--- src/rtl/logicnet_pkg.sv ---
// Purpose: shared declarations for the LogicNets neuron sequencer slice.
// Latency: none (types and constant functions only).
// Backpressure: not applicable.
// Contents: sequencer FSM state enum and the LUT address-width helper.
package logicnet_pkg;

    // Sequencer states: idle/configurable, issuing reads, flushing the read pipe, holding result.
    typedef enum logic [1:0] {
        IDLE  = 2'd0,
        RUN   = 2'd1,
        DRAIN = 2'd2,
        OUT   = 2'd3
    } seq_state_t;

    // LUT address is {neuron_idx, in_bits}.
    function automatic int calc_addr_w(input int num_neurons, input int in_w);
        return $clog2(num_neurons) + in_w;
    endfunction

endpackage

--- src/rtl/logicnet_neuron_sequencer_if.sv ---
// Purpose: handshake, result and configuration bundle for the neuron sequencer.
// Latency: none (wiring only).
// Backpressure: in_valid/in_ready on the vector side, out_valid/out_ready on the result side.
// Ports: master = upstream router / downstream layer / config agent; slave = sequencer.
//   in_valid, in_ready, in_vec    : input vector handshake, neuron k at in_vec[k*IN_W +: IN_W]
//   out_valid, out_ready, out_vec : result handshake, neuron k at out_vec[k*OUT_W +: OUT_W]
//   cfg_we, cfg_addr, cfg_data    : truth-table write port, cfg_addr = {neuron_idx, in_bits}
//   cfg_err                       : one-cycle pulse per rejected write
//   busy                          : sequencer is not idle
interface logicnet_neuron_sequencer_if #(
    parameter int NUM_NEURONS = 8,
    parameter int IN_W        = 4,
    parameter int OUT_W       = 2,
    parameter int ADDR_W      = logicnet_pkg::calc_addr_w(NUM_NEURONS, IN_W)
);
    logic                         in_valid;
    logic                         in_ready;
    logic [NUM_NEURONS*IN_W-1:0]  in_vec;
    logic                         out_valid;
    logic                         out_ready;
    logic [NUM_NEURONS*OUT_W-1:0] out_vec;
    logic                         cfg_we;
    logic [ADDR_W-1:0]            cfg_addr;
    logic [OUT_W-1:0]             cfg_data;
    logic                         cfg_err;
    logic                         busy;

    modport master (
        output in_valid, in_vec, out_ready, cfg_we, cfg_addr, cfg_data,
        input  in_ready, out_valid, out_vec, cfg_err, busy
    );

    modport slave (
        input  in_valid, in_vec, out_ready, cfg_we, cfg_addr, cfg_data,
        output in_ready, out_valid, out_vec, cfg_err, busy
    );

endinterface

--- src/rtl/logicnet_lut_ram.sv ---
// Purpose: shared truth-table store, one write port and one synchronous read port, no reset.
// Latency: read data valid one cycle after raddr is sampled.
// Backpressure: none; the sequencer never overlaps writes with its read sweep.
// Ports: clk; we/waddr/wdata write side; raddr/rdata read side.
module logicnet_lut_ram
    import logicnet_pkg::*;
#(
    parameter int DEPTH  = 128,
    parameter int ADDR_W = 7,
    parameter int DATA_W = 2
) (
    input  logic              clk,
    input  logic              we,
    input  logic [ADDR_W-1:0] waddr,
    input  logic [DATA_W-1:0] wdata,
    input  logic [ADDR_W-1:0] raddr,
    output logic [DATA_W-1:0] rdata
);

    // Contents survive reset: truth tables are loaded once and reused across resets.
    logic [DATA_W-1:0] mem [DEPTH];

    always_ff @(posedge clk) begin
        if (we) begin
            mem[waddr] <= wdata;
        end
    end

    always_ff @(posedge clk) begin
        rdata <= mem[raddr];
    end

endmodule

--- src/rtl/logicnet_neuron_sequencer.sv ---
// Purpose: evaluates one LogicNets layer serially through a shared runtime-writable LUT.
// Latency: out_valid rises NUM_NEURONS+2 cycles after the accepting edge.
// Backpressure: one transaction at a time; result held until out_ready, then idle for one cycle.
// Ports: clk, rst (async active-high); bus = logicnet_neuron_sequencer_if.slave
//   (vector in, result out, truth-table configuration, cfg_err pulse, busy).
module logicnet_neuron_sequencer
    import logicnet_pkg::*;
#(
    parameter int NUM_NEURONS = 8,
    parameter int IN_W        = 4,
    parameter int OUT_W       = 2
) (
    input  logic                        clk,
    input  logic                        rst,
    logicnet_neuron_sequencer_if.slave  bus
);

    localparam int ADDR_W = calc_addr_w(NUM_NEURONS, IN_W);
    localparam int IDX_W  = $clog2(NUM_NEURONS);
    localparam int DEPTH  = NUM_NEURONS * (2 ** IN_W);
    localparam logic [IDX_W-1:0] LAST_IDX = IDX_W'(NUM_NEURONS - 1);

    seq_state_t        state;
    seq_state_t        state_nxt;

    logic [IDX_W-1:0]  idx;
    logic [IN_W-1:0]   vec_q  [NUM_NEURONS];
    logic [OUT_W-1:0]  slot_q [NUM_NEURONS];

    // Two-stage read pipe: rd_* = address registered into the LUT, dat_* = LUT data now on rdata.
    logic              rd_vld;
    logic [IDX_W-1:0]  rd_slot;
    logic [ADDR_W-1:0] rd_addr;
    logic              dat_vld;
    logic [IDX_W-1:0]  dat_slot;
    logic [OUT_W-1:0]  lut_rdata;

    logic              accept;
    logic              issue;
    logic              in_ready_c;
    logic              out_valid_c;
    logic              busy_c;

    logic [31:0]       cfg_nidx;
    logic              cfg_in_range;
    logic              cfg_wr_ok;
    logic              cfg_err_q;
    logic [NUM_NEURONS*OUT_W-1:0] out_vec_c;

    // ------------------------------------------------------------------
    // Configuration arbitration: writes only land while idle and in range.
    // ------------------------------------------------------------------
    assign cfg_nidx     = 32'(bus.cfg_addr[ADDR_W-1:IN_W]);
    assign cfg_in_range = (cfg_nidx < 32'(NUM_NEURONS));
    assign cfg_wr_ok    = bus.cfg_we && (state == IDLE) && cfg_in_range;

    // ------------------------------------------------------------------
    // FSM: state register
    // ------------------------------------------------------------------
    always_ff @(posedge clk or posedge rst) begin
        if (rst) begin
            state <= IDLE;
        end else begin
            state <= state_nxt;
        end
    end

    // ------------------------------------------------------------------
    // FSM: next state and control outputs
    // ------------------------------------------------------------------
    always_comb begin
        state_nxt   = state;
        accept      = 1'b0;
        issue       = 1'b0;
        in_ready_c  = 1'b0;
        out_valid_c = 1'b0;
        busy_c      = 1'b1;
        case (state)
            IDLE: begin
                busy_c     = 1'b0;
                // A config write in the same cycle wins over a new vector.
                in_ready_c = !bus.cfg_we;
                if (bus.in_valid && !bus.cfg_we) begin
                    accept    = 1'b1;
                    state_nxt = RUN;
                end
            end
            RUN: begin
                issue = 1'b1;
                if (idx == LAST_IDX) begin
                    state_nxt = DRAIN;
                end
            end
            DRAIN: begin
                // Leave once the last neuron's data is being written into its slot.
                if (dat_vld && (dat_slot == LAST_IDX)) begin
                    state_nxt = OUT;
                end
            end
            OUT: begin
                out_valid_c = 1'b1;
                if (bus.out_ready) begin
                    state_nxt = IDLE;
                end
            end
            default: begin
                state_nxt = IDLE;
            end
        endcase
    end

    // ------------------------------------------------------------------
    // Datapath: index counter, read pipe, result slots, cfg_err pulse
    // ------------------------------------------------------------------
    always_ff @(posedge clk or posedge rst) begin
        if (rst) begin
            idx       <= '0;
            rd_vld    <= 1'b0;
            rd_slot   <= '0;
            rd_addr   <= '0;
            dat_vld   <= 1'b0;
            dat_slot  <= '0;
            cfg_err_q <= 1'b0;
            for (int k = 0; k < NUM_NEURONS; k++) begin
                slot_q[k] <= '0;
            end
        end else begin
            cfg_err_q <= bus.cfg_we && !cfg_wr_ok;
            rd_vld    <= issue;
            dat_vld   <= rd_vld;
            dat_slot  <= rd_slot;
            if (accept) begin
                idx <= '0;
            end else if (issue) begin
                rd_slot <= idx;
                rd_addr <= {idx, vec_q[idx]};
                // Explicit wrap keeps idx in range for non-power-of-two neuron counts.
                idx     <= (idx == LAST_IDX) ? '0 : idx + IDX_W'(1);
            end
            if (dat_vld) begin
                slot_q[dat_slot] <= lut_rdata;
            end
        end
    end

    // Captured vector: only sampled at acceptance, so upstream may change in_vec freely afterwards.
    always_ff @(posedge clk) begin
        if (accept) begin
            for (int k = 0; k < NUM_NEURONS; k++) begin
                vec_q[k] <= bus.in_vec[k*IN_W +: IN_W];
            end
        end
    end

    always_comb begin
        out_vec_c = '0;
        for (int k = 0; k < NUM_NEURONS; k++) begin
            out_vec_c[k*OUT_W +: OUT_W] = slot_q[k];
        end
    end

    logicnet_lut_ram #(
        .DEPTH  (DEPTH),
        .ADDR_W (ADDR_W),
        .DATA_W (OUT_W)
    ) u_lut (
        .clk   (clk),
        .we    (cfg_wr_ok),
        .waddr (bus.cfg_addr),
        .wdata (bus.cfg_data),
        .raddr (rd_addr),
        .rdata (lut_rdata)
    );

    assign bus.in_ready  = in_ready_c;
    assign bus.out_valid = out_valid_c;
    assign bus.out_vec   = out_vec_c;
    assign bus.cfg_err   = cfg_err_q;
    assign bus.busy      = busy_c;

endmodule
--- src/flat_wrapper.sv ---
// flat-port wrapper written by rule: the top's interface ports become plain ports
module logicnet_neuron_sequencer_flat import logicnet_pkg::*;
#(
    parameter int NUM_NEURONS = 8,
    parameter int IN_W        = 4,
    parameter int OUT_W       = 2
)
  (clk, rst, bus_in_valid, bus_in_vec, bus_out_ready, bus_cfg_we, bus_cfg_addr, bus_cfg_data, bus_in_ready, bus_out_valid, bus_out_vec, bus_cfg_err, bus_busy);
  logicnet_neuron_sequencer_if #(.NUM_NEURONS(NUM_NEURONS), .IN_W(IN_W), .OUT_W(OUT_W)) bus_i ();
  input  logic clk;
  input  logic rst;
  input wire logic [$bits(bus_i.in_valid)-1:0] bus_in_valid;
  input wire logic [$bits(bus_i.in_vec)-1:0] bus_in_vec;
  input wire logic [$bits(bus_i.out_ready)-1:0] bus_out_ready;
  input wire logic [$bits(bus_i.cfg_we)-1:0] bus_cfg_we;
  input wire logic [$bits(bus_i.cfg_addr)-1:0] bus_cfg_addr;
  input wire logic [$bits(bus_i.cfg_data)-1:0] bus_cfg_data;
  output wire logic [$bits(bus_i.in_ready)-1:0] bus_in_ready;
  output wire logic [$bits(bus_i.out_valid)-1:0] bus_out_valid;
  output wire logic [$bits(bus_i.out_vec)-1:0] bus_out_vec;
  output wire logic [$bits(bus_i.cfg_err)-1:0] bus_cfg_err;
  output wire logic [$bits(bus_i.busy)-1:0] bus_busy;
  assign bus_i.in_valid = bus_in_valid;
  assign bus_i.in_vec = bus_in_vec;
  assign bus_i.out_ready = bus_out_ready;
  assign bus_i.cfg_we = bus_cfg_we;
  assign bus_i.cfg_addr = bus_cfg_addr;
  assign bus_i.cfg_data = bus_cfg_data;
  assign bus_in_ready = bus_i.in_ready;
  assign bus_out_valid = bus_i.out_valid;
  assign bus_out_vec = bus_i.out_vec;
  assign bus_cfg_err = bus_i.cfg_err;
  assign bus_busy = bus_i.busy;
  logicnet_neuron_sequencer #(.NUM_NEURONS(NUM_NEURONS), .IN_W(IN_W), .OUT_W(OUT_W)) u_core (.clk(clk), .rst(rst), .bus(bus_i));
endmodule
--- config.mk ---
export PLATFORM = sky130hd
export DESIGN_NAME = logicnet_neuron_sequencer_flat
export DESIGN_NICKNAME = d
export VERILOG_FILES = /design/src/rtl/logicnet_pkg.sv /design/src/rtl/logicnet_neuron_sequencer_if.sv /design/src/rtl/logicnet_lut_ram.sv /design/src/rtl/logicnet_neuron_sequencer.sv /design/src/flat_wrapper.sv
export SDC_FILE = /design/constraint.sdc
export NUM_CORES = 1
export LEC_CHECK = 0
export ABC_CLOCK_PERIOD_IN_PS = 5300
export CORE_MARGIN = 2
export CORE_UTILIZATION = 52
export CTS_CLUSTER_DIAMETER = 200
export DETAILED_ROUTE_END_ITERATION = 10
export PLACE_DENSITY = 0.7
export SYNTH_ARGS = -nofsm -noshare
export SYNTH_HDL_FRONTEND = slang
export SYNTH_SLANG_ARGS = --single-unit
--- constraint.sdc ---
create_clock -name clk -period 5.3 [get_ports clk]
set_clock_uncertainty 0.15 [all_clocks]
set_input_delay 1.06 -clock clk [delete_from_list [all_inputs] [get_ports clk]]
set_output_delay 1.06 -clock clk [all_outputs]
set_load 0.005 [all_outputs]
# Word level (Yosys, flattened, before mapping)
# Memory sizes are Yosys's and may differ from the RTL's. A register that Yosys moved wholly into a read port is not among the register bits.
# Index checks and enable logic that the tools add are counted.
# totals
regBits	37
mem_bits_rw	288
inputBits	46
out_inout_bits	20
mem_count	2
# memory_table
memory	depth	width	read_ports	rd_ports_with_merged_regs	wr	line_no	text
u_core.u_lut.mem	128	2	1	1	1	logicnet_lut_ram.sv:21	logic [DATA_W-1:0] mem [DEPTH];
u_core.vec_q	8	4	1	1	8	logicnet_neuron_sequencer.sv:27	logic [IN_W-1:0] vec_q [NUM_NEURONS];
# op_classes
add_sub_neg	1
order_cmp	3
n_eq_ne	9
mux	21
n_bitwise	2
reduce_logical	12
# op_table
cell	count
$bwmux W16	1
$mux W1	10
$mux W2	5
$mux W3	3
$pmux W2 S4	1
$demux W2 S3	1
$eq A3 B3 Y1 const B	2
$logic_and A1 B1 Y1	6
$eq A2 B2 Y1 const B	2
$ge A4 B4 Y1 const B	1
$lt A3 B4 Y1 const B	1
$lt A4 B1 Y1 const B	1
$ne A2 B1 Y1 const B	2
$ne A2 B2 Y1 const B	2
$not A3 Y4	1
$reduce_and A4 Y1	1
$add A3 B1 Y3 const B	1
$eq A2 B1 Y1 const B	1
$logic_not A1 Y1	2
$logic_not A2 Y1	1
$reduce_and A2 Y1	1
$reduce_bool A2 Y1	1
$not A1 Y1	1

# Logic depth before layout (Yosys ltp)
# Gate-level depths: netlist of run 1.
# depth
ltp_word	6
ltp_mapped	8
depth_no_buf	6

# Modules after synthesis
# From an unflattened synthesis of run 1, not the netlist that was laid out.
# hier_totals
cells_unflattened	764
hier_area_um2	13196.4
# by_module_without_submodules
module	n_inst	cells_each	area_each_um2	seq_area_each_um2
logicnet_lut_ram	1	611	10612.7	7727.4
logicnet_neuron_sequencer	1	153	2583.7	1811.7

# Least setup slack after synthesis of run 1
# No wires, ideal clock.
# synth_path
kind	input -> register
start	input bus_cfg_we
end	memory u_core.vec_q[0][0] (enable)
arrival_time_ps	3488
required_time_ps	4682
setup_slack_ps	1194
cell_stages	1
n_path_buf	0
cell_sequence	nor3_1
# synth_lines
element	line_no	text
start: declaration	flat_wrapper.sv:15	input wire logic [$bits(bus_i.cfg_we)-1:0] bus_cfg_we;
end: declaration	logicnet_neuron_sequencer.sv:27	

# Final worst setup path of run 1
# layout_path
start	input bus_cfg_we
end	output bus_in_ready
# layout_between
elab_chain_cells	2
# layout_lines
element	line_no	text
$logic_not A1 Y1	logicnet_neuron_sequencer.sv:82	in_ready_c = !bus.cfg_we;
$mux W1	logicnet_neuron_sequencer.sv:78	case (state)
end: declaration	flat_wrapper.sv:18	output wire logic [$bits(bus_i.in_ready)-1:0] bus_in_ready;
# Every way passes these cells.

==> results of run 1 <==
-- final timing paths --
check	start	end	slack [ps]	cells past startpoint
max	bus_cfg_we	bus_in_ready	1730	3
min reg2reg	u_core.rd_vld	u_core.dat_vld	200	0
min in group asynchronous	rst	u_core.bus.out_vec[7]	750	3
max in group asynchronous	rst	u_core.rd_addr[0]	3910	3
min	u_core.rd_vld	u_core.dat_vld	200	0
max reg2reg	u_core.rd_addr[2]	u_core.u_lut.rdata[1]	1940	6
-- report_power, final --
group	internal [mW]	leakage [nW]	switching, mW
sequential	2.95	3.02	0.321
combinational	0.958	1.46	0.752
clock	1.32	0.499	0.907
-- registers in the layout (all words and copies together), names as in the netlist --
signal / flops
u_core.bus.cfg_err: 1
u_core.bus.out_vec: 16
u_core.dat_slot: 3
u_core.dat_vld: 1
u_core.idx: 3
u_core.rd_addr: 7
u_core.rd_vld: 1
u_core.state: 2
u_core.u_lut.mem: 256
u_core.u_lut.rdata: 2
u_core.vec_q: 32
-- stage by stage --
| step | cell area (um^2) | worst slack [ps] | cells | util |
|---|---|---|---|---|
| final | 15140 | 1729 | 1179 | 0.6049 |
| after detailed placement | 14110 | 1510 | 1121 | 0.5637 |
| after CTS | 15140 | 1743 | 1179 | 0.6049 |
| after floorplan | 13170 | 1194 | 756 | - |
| after global placement | 14110 | 1565 | 1121 | 0.5637 |
| after global routing | 15140 | 1736 | 1179 | 0.6049 |
-- synth_stat cells (9+ instances only) --
library cell    n
mux4_1         11
nor2b_1         9
nor3_1         12
clkbuf_1       22
a21oi_1        13
nor2_1        140
a22oi_1        16
mux2_2         29
mux4_2         53
edfxtp_1      288
mux2i_1        38
dfrtp_1        34
nand2_1        22
-- cells by family (layout without fill, tap and decap cells) --
group           after synthesis  in the layout  synth area share
compound gates               39             39           0.01890
simple gates                212            212           0.06896
mux                         131            131            0.1662
fa+ha+maj                     7              7          0.006649
buf+inv                      43            136           0.01510
flops                       324            324            0.7242
-- layout make-up --
cell class / instances / area, um^2 / share of cell area
clock buffer: 38 / 802.0 / 0.05296
clock inverter: 20 / 230.2 / 0.01520
inverter: 6 / 22.52 / 0.001487
multi-input combinational: 389 / 3440 / 0.2271
sequential: 324 / 9544 / 0.6302
tap: 330 / 412.9 / 0.02726
timing repair buffer: 72 / 693.2 / 0.04577
-- routing by layer --
layer | global-route usage | part of all wire | vias to the layer above | wire [um]
li1 | - | - | 3088 | -
met1 | 0.2656 | 0.41 | 3569 | 10790
met2 | 0.3425 | 0.51 | 206 | 13400
met3 | 0.02946 | 0.049 | 40 | 1268
met4 | 0.05712 | 0.024 | 0 | 637
met5 | 0 | 0 | - | 0
==> impl_metrics.tcl, run 1 <==
set metrics [dict create \
    status "completed" \
    hold_buffers 0 \
    synth-main-ff-cell "edfxtp_1" \
    synth_cell_types 32 \
    slew-limit-headroom 0.1853 \
    cts_sinks 324 \
    dieArea_um2 26620 \
    track_usage 0.1987 \
    nFillCells 1797 \
    numCtsBuffers 31 \
    crit_family "buffers and inverters" \
    tightest_slew_ps 1222 \
    max_stage_delay_ps 610 \
    drc 0 \
    firstDrtPassIters 5 \
    wirelength_mm 26.09 \
    final-hold-violation-count 0 \
    ys_warn_count 0 \
    grt_overflow_total 0 \
    area_growth_pct 14.97 \
    arrival_ps 2360 \
    worstPathMaxFanout 6 \
    finalCriticalPeriod_ps 3571 \
    layout_commonest_cell "edfxtp_1" \
    grt_pass1_vias 7147 \
    rsz0062_at_grt "no" \
    power_per_cell_area_nw_per_um2 475.5 \
    netlist_instances 756 \
    yosysTopAreaCell "edfxtp_1" \
    io_buffers 65 \
    hold_ws_ps 200.6 \
    required_ps 4090 \
    viasPerCell 5.855 \
    wl_per_cell_um 22.13 \
    synth_enable_flop_cells 288 \
    power_mw 7.201 \
    worstSetupEndpointType "output port" \
    core_area_um2 25040 \
    drt_iter0_markers 619 \
    max-vdd-ir-drop_mv 0.3745 \
    synth_fp_nets 809 \
    hpwl_mm 16.28 \
    num_rows 58 \
    die_y_um 163.2 \
    layout-drive-gt1-share 0.1637 \
    pin_count 66 \
    criticalPathCategory "in2out" \
    fmax_mhz 280.0 \
    fin_crit_sh 0.6738 \
    post_cts_buffers 0 \
    grt_pass1_wl_mm 39.97 \
    drv_slew 0 \
    htreeDepth 1 \
    netlist_area_um2 13170 \
    num_vias 6903 \
    cts.root.buffer_cell "clkbuf_16" \
    path_clk_slew_ps 60 \
    diodes 0 \
    drv_cap 0 \
    p_leak_nw 4.977 \
    place_congestion 0.7534 \
    path_cells "clkdlybuf4s50_1 > nor2_1 > clkdlybuf4s50_1" \
    antenna_found_initial 0 \
    synth-async-reset-ratio 0.1049 \
    setup_viol 0 \
    final_cell_mix "edfxtp_1, nor2_1, clkdlybuf4s50_1" \
    cpMostUsedCell "clkdlybuf4s50_1" \
    path_buf_inv 2 \
    crit_slowest_cell "clkdlybuf4s50_1" \
    synth_area_leaders "edfxtp_1, mux4_2, dfrtp_1" \
    ant_nets 0 \
    die_w_um 163.2 \
    clockBufferDepth 3 \
    synth_top_area_frac 0.6565 \
    cts_tree "done" \
    start_kind "input pin" \
    initial_utilization 0.5261 \
    setup_tns_ps 0 \
    worstHoldPathType "reg2reg" \
    ys_ff_latch 324 \
    ys_seq_area_frac 0.7242 \
    layout.nets 877 \
    cts_resized 0 \
    clk_latency_ps 550 \
    synth.avg_cell_area_um2 17.42 \
    grt_max_degree 73 \
]
No activity file was read; power rests on OpenSTA's default activity.
==> inputs of run 2 (changes only) <==
Settings changed: ABC_CLOCK_PERIOD_IN_PS 5300 to 3700.
Clock period 5.3 ns to 3.7 ns, I/O delays scaled along.
==> run 2 against run 1 <==
Flip-flop and latch count unchanged; utilization increased by 0.94 points; register-to-register slack got worse by 1300 ps; wire length increased by 3.0%; total power increased by 46%; clock power increased by 49%; global-route usage increased by 1.0 points; critical path depth increased by 2; sequential share of layout area decreased by 0.96 points; first-iteration DRC count increased by 15%; cell area increased by 1.6%; sequential power increased by 43%.
==> impl_metrics.tcl, run 2 (synthesized netlist as in run 1, its figures left out) <==
set metrics [dict create \
    status "completed" \
    whs_path_depth 0 \
    diodes 0 \
    placed_cells 1136 \
    path_cells "inv_1 > ha_1 > inv_1 > nor2_1 > clkdlybuf4s50_1" \
    clk_latency_ps 510 \
    required_ps 2810 \
    wl_per_cell_um 22.43 \
    grt_overflow_total 0 \
    io_buffers 65 \
    largest_reg_flops 256 \
    slew-limit-headroom 0.4731 \
    path_clk_slew_ps 60 \
    core_area_um2 25040 \
    timing.rr.start "u_core.rd_addr[0]" \
    viasPerCell 5.853 \
    final-hold-violation-count 0 \
    setup_tns_ps 0 \
    cts.root.buffer_cell "clkbuf_16" \
    tightest_slew_ps 790.4 \
    antenna_found_initial 0 \
    wirelength_mm 26.87 \
    firstDrtPassIters 5 \
    die_w_um 163.2 \
    dieArea_um2 26620 \
    path_buf_inv 3 \
    cpMostUsedCell "inv_1" \
    nFillCells 1787 \
    worstPathMaxFanout 5 \
    num_vias 7012 \
    numCtsBuffers 34 \
    fmax_mhz 321.5 \
    postLayoutCellArea_um2 15380 \
    worstHoldPathType "reg2reg" \
    crit_family "buffers and inverters" \
    worstSetupEndpointType "output port" \
    hold_buffers 0 \
    post_cts_buffers 0 \
    fin_crit_sh 0.8406 \
    power_per_cell_area_nw_per_um2 682.0 \
    drv_slew 0 \
    grtUsageMet1 0.2587 \
    hpwl_mm 17.81 \
    rsz0062_at_grt "no" \
    regMostFlops "u_core.u_lut.mem" \
    r2r-end "u_core.u_lut.rdata[0]" \
    cts_tree "done" \
    p_leak_nw 5.101 \
    initial_utilization 0.5261 \
    holdPathEnd "u_core.dat_vld" \
    layout.nets 895 \
    utilization 0.6143 \
    htreeDepth 2 \
    ant_nets 0 \
    place_area_um2 14280 \
    finalCriticalPeriod_ps 3110 \
    cts_resized 0 \
    num_rows 58 \
    hp-start "u_core.rd_vld" \
    power_mw 10.49 \
    track_usage 0.2091 \
    criticalPathCategory "reg2out" \
    grt_max_degree 91 \
    drv_cap 0 \
    max_stage_delay_ps 510 \
    layout_commonest_cell "edfxtp_1" \
    layout-drive-gt1-share 0.1774 \
    multi_input_area_um2 3446 \
    clockBufferDepth 3 \
    setup_viol 0 \
    arrival_ps 2220 \
    max-vdd-ir-drop_mv 0.4202 \
    crit_slowest_cell "clkdlybuf4s50_1" \
    drc 0 \
    grt_pass1_wl_mm 41.50 \
    r2r_setup_slack_ps 660 \
    worstRegToRegCells 6 \
    final_cells 1198 \
    area_growth_pct 16.76 \
    grt_pass1_vias 7438 \
    pin_count 66 \
    place_congestion 0.7800 \
    critPathLaunch "u_core.state[0]" \
    grt.met3_usage 0.04495 \
    globalRoute.busiestLayer "met2" \
    drt_iter0_markers 712 \
    cts_sinks 324 \
    met2_usage 0.3579 \
    final_cell_mix "edfxtp_1, nor2_1, clkdlybuf4s50_1" \
    register_area_um2 9544 \
    start_kind "flop" \
    die_y_um 163.2 \
]
## run 2: cell count changes in the layout (fill, tap and decap cells not counted), sizes merged
cell      previous run  this run
buf                  9        24
clkinvlp             2         0
inv                  7         6
clkbuf              38        55
bufinv               5         1
clkinv              12         6
## run 2: final cells by class
class	count	area share
Sequential cell	324	0.6206
Multi-Input combinational cell	389	0.2240
Clock buffer	55	0.06785
Timing Repair Buffer	87	0.05565
Tap cell	330	0.02685
Clock inverter	7	0.003580
Inverter	6	0.001464
## run 2: worst max-delay path by stage
| stage | endpoint | slack (ps) | cells after the start |
|---|---|---|---|
| 2_1_floorplan | u_core.vec_q[0][0] | 960 | 2 |
| 3_3_place_gp | u_core.u_lut.mem[16][1] | 620 | 6 |
| 3_5_place_dp | u_core.u_lut.mem[120][1] | 550 | 6 |
| 4_1_cts | bus_in_ready | 570 | 5 |
| 5_1_grt | u_core.u_lut.rdata[1] | 490 | 6 |
| 6_report | bus_in_ready | 590 | 5 |
## run 2: power by group
part / total [mW] / switching [mW] / internal, mW
Clock: 3.30 / 1.31 / 2.00
Sequential: 4.69 / 0.469 / 4.22
Combinational: 2.49 / 1.07 / 1.42
## run 2: routing by layer
layer	routed length [um]	part of all wire
met1	10490	0.39
met2	13730	0.51
met3	1614	0.060
met4	1043	0.039
met5	0	0
## run 2: worst register-to-register path: stages (launching register included)
cell and delay, ps:
dfrtp_4 780, buf_4 640, mux2i_1 330, a22oi_1 110
a21oi_1 280, nor4_1 100, or4_1 520
## run 2: metrics by stage
| stage | worst slack (ps) | hold WS [ps] |
|---|---|---|
| final | 590.0 | 200.0 |
| after CTS | 567.5 | 198.2 |
| after global routing | 486.4 | 208.5 |
| after floorplan | 961.7 | 181.2 |
| after detailed placement | 545.9 | 184.7 |
| after global placement | 622.1 | 183.9 |
==> inputs of run 3 (changes only) <==
Settings changed: ABC_CLOCK_PERIOD_IN_PS 3700 to 3000.
Clock period 3.7 ns to 3 ns, I/O delays scaled along.
==> run 3 against run 2 <==
Critical path depth unchanged; wire length decreased by 0.31%; count of clock-buffer cells in the layout decreased by 8; setup slack got worse by 470 ps; via count decreased by 0.11%; register-to-register slack got worse by 510 ps; global-route usage decreased by 0.20 points; largest power group unchanged; sequential power increased by 20%; sequential share of layout area decreased by 0.45 points; critical path type unchanged; final cell count increased by 0.75%.
==> impl_metrics.tcl, run 3 (synthesized netlist as in run 1, its figures left out) <==
set metrics [dict create \
    rsz0062_at_grt "no" \
    hold_ws_ps 193.5 \
    drc 0 \
    layout.nets 905 \
    numCtsBuffers 34 \
    path_clk_slew_ps 60 \
    grt_max_degree 129 \
    hold_buffers 0 \
    drv_cap 0 \
    cts.root.buffer_cell "clkbuf_16" \
    start_kind "flop" \
    setup_tns_ps 0 \
    drv_slew 0 \
    r2r-end "u_core.u_lut.rdata[0]" \
    fmax_mhz 346.7 \
    final-hold-violation-count 0 \
    cts_sinks 324 \
    hp-start "u_core.rd_vld" \
    dieArea_um2 26620 \
    antenna_found_initial 0 \
    worstSetupEndpointType "output port" \
    num_vias 7004 \
    worstHoldPathType "reg2reg" \
    grt_pass1_wl_mm 41.10 \
    nFillCells 1769 \
    setup_viol 0 \
    whs_path_depth 0 \
    track_usage 0.2071 \
    pin_count 66 \
    firstDrtPassIters 5 \
    htreeDepth 2 \
    wl_per_cell_um 22.19 \
    cts_tree "done" \
    core_area_um2 25040 \
    viasPerCell 5.803 \
    diodes 0 \
    status "completed" \
    io_buffers 65 \
    die_y_um 163.2 \
    criticalPathCategory "reg2out" \
    p_leak_nw 5.163 \
    required_ps 2250 \
    regMostFlops "u_core.u_lut.mem" \
    die_w_um 163.2 \
    layout_commonest_cell "edfxtp_1" \
    arrival_ps 2130 \
    holdPathEnd "u_core.dat_vld" \
    final_cell_mix "edfxtp_1, nor2_1, clkdlybuf4s50_1" \
    clockBufferDepth 3 \
    worstRegToRegCells 7 \
    wirelength_mm 26.79 \
    grt_pass1_vias 7311 \
    finalCriticalPeriod_ps 2884 \
    multi_input_area_um2 3448 \
    slew-limit-headroom 0.4365 \
    grt_overflow_total 0 \
    area_growth_pct 17.61 \
    place_congestion 0.7939 \
    worstPathMaxFanout 5 \
    r2r_setup_slack_ps 150 \
    max-vdd-ir-drop_mv 0.5013 \
    ant_nets 0 \
    fin_crit_sh 0.9615 \
    layout-drive-gt1-share 0.1904 \
    power_per_cell_area_nw_per_um2 842.4 \
    num_rows 58 \
    timing.rr.start "u_core.rd_addr[0]" \
    hpwl_mm 17.03 \
    register_area_um2 9544 \
    clk_latency_ps 510 \
    drt_iter0_markers 856 \
    largest_reg_flops 256 \
    initial_utilization 0.5261 \
    tightest_slew_ps 845.3 \
]
## run 3: worst max-delay path by stage
| stage | from | end |
|---|---|---|
| 2_1_floorplan | u_core.state[0] | u_core.vec_q[0][0] |
| 3_3_place_gp | u_core.rd_addr[0] | u_core.u_lut.rdata[1] |
| 3_5_place_dp | u_core.rd_addr[0] | u_core.u_lut.rdata[1] |
| 4_1_cts | u_core.state[0] | bus_in_ready |
| 5_1_grt | u_core.state[0] | bus_in_ready |
| 6_report | u_core.state[0] | bus_in_ready |
## run 3: layout make-up
class	count	share of cell area
clock buffer	47	0.06413
clock inverter	14	0.007430
inverter	6	0.001454
multi-input combinational	389	0.2226
sequential	324	0.6161
tap	330	0.02665
timing repair buffer	97	0.06170
## run 3: through the flow
| stage | std cells | cell area [um^2] | utilization | total power [mW] | worst slack, ps |
|---|---|---|---|---|---|
| after detailed placement | 1146 | 14380 | 0.5744 | 9.037 | 145.5 |
| after floorplan | 756 | 13180 | - | 7.876 | 298.6 |
| after global routing | 1207 | 15490 | 0.6188 | 13.58 | 20.79 |
| after CTS | 1207 | 15490 | 0.6188 | 13.15 | 89.33 |
| final | 1207 | 15490 | 0.6188 | 13.05 | 115.6 |
| after global placement | 1146 | 14380 | 0.5744 | 8.930 | 207.0 |
## run 3: per-layer routing
layer  global-route usage  up-vias  routed length (um)
li1                     -     3152                   -
met2               0.3429      233               13600
met4              0.07723        0                 816
met1               0.2780     3565               10850
met5                    0        -                   0
met3              0.03657       54                1511
## run 3: timing repair
item                       CTS  global route
buffers inserted             0             0
gates resized for setup      1             0
setup endpoints to repair    1             0
## run 3: power breakdown
| part | switching, mW | total, mW | internal, mW |
|---|---|---|---|
| clock network | 1.63 | 4.11 | 2.48 |
| logic | 1.50 | 3.32 | 1.82 |
| registers | 0.407 | 5.62 | 5.21 |
| total | 3.54 | 13.1 | 9.51 |
## run 3: critical path: stages (launching register included)
cell             delay [ps]
dfrtp_1                 410
inv_1                   140
ha_2                    320
inv_1                   140
nor2_1                  100
clkdlybuf4s50_1         530
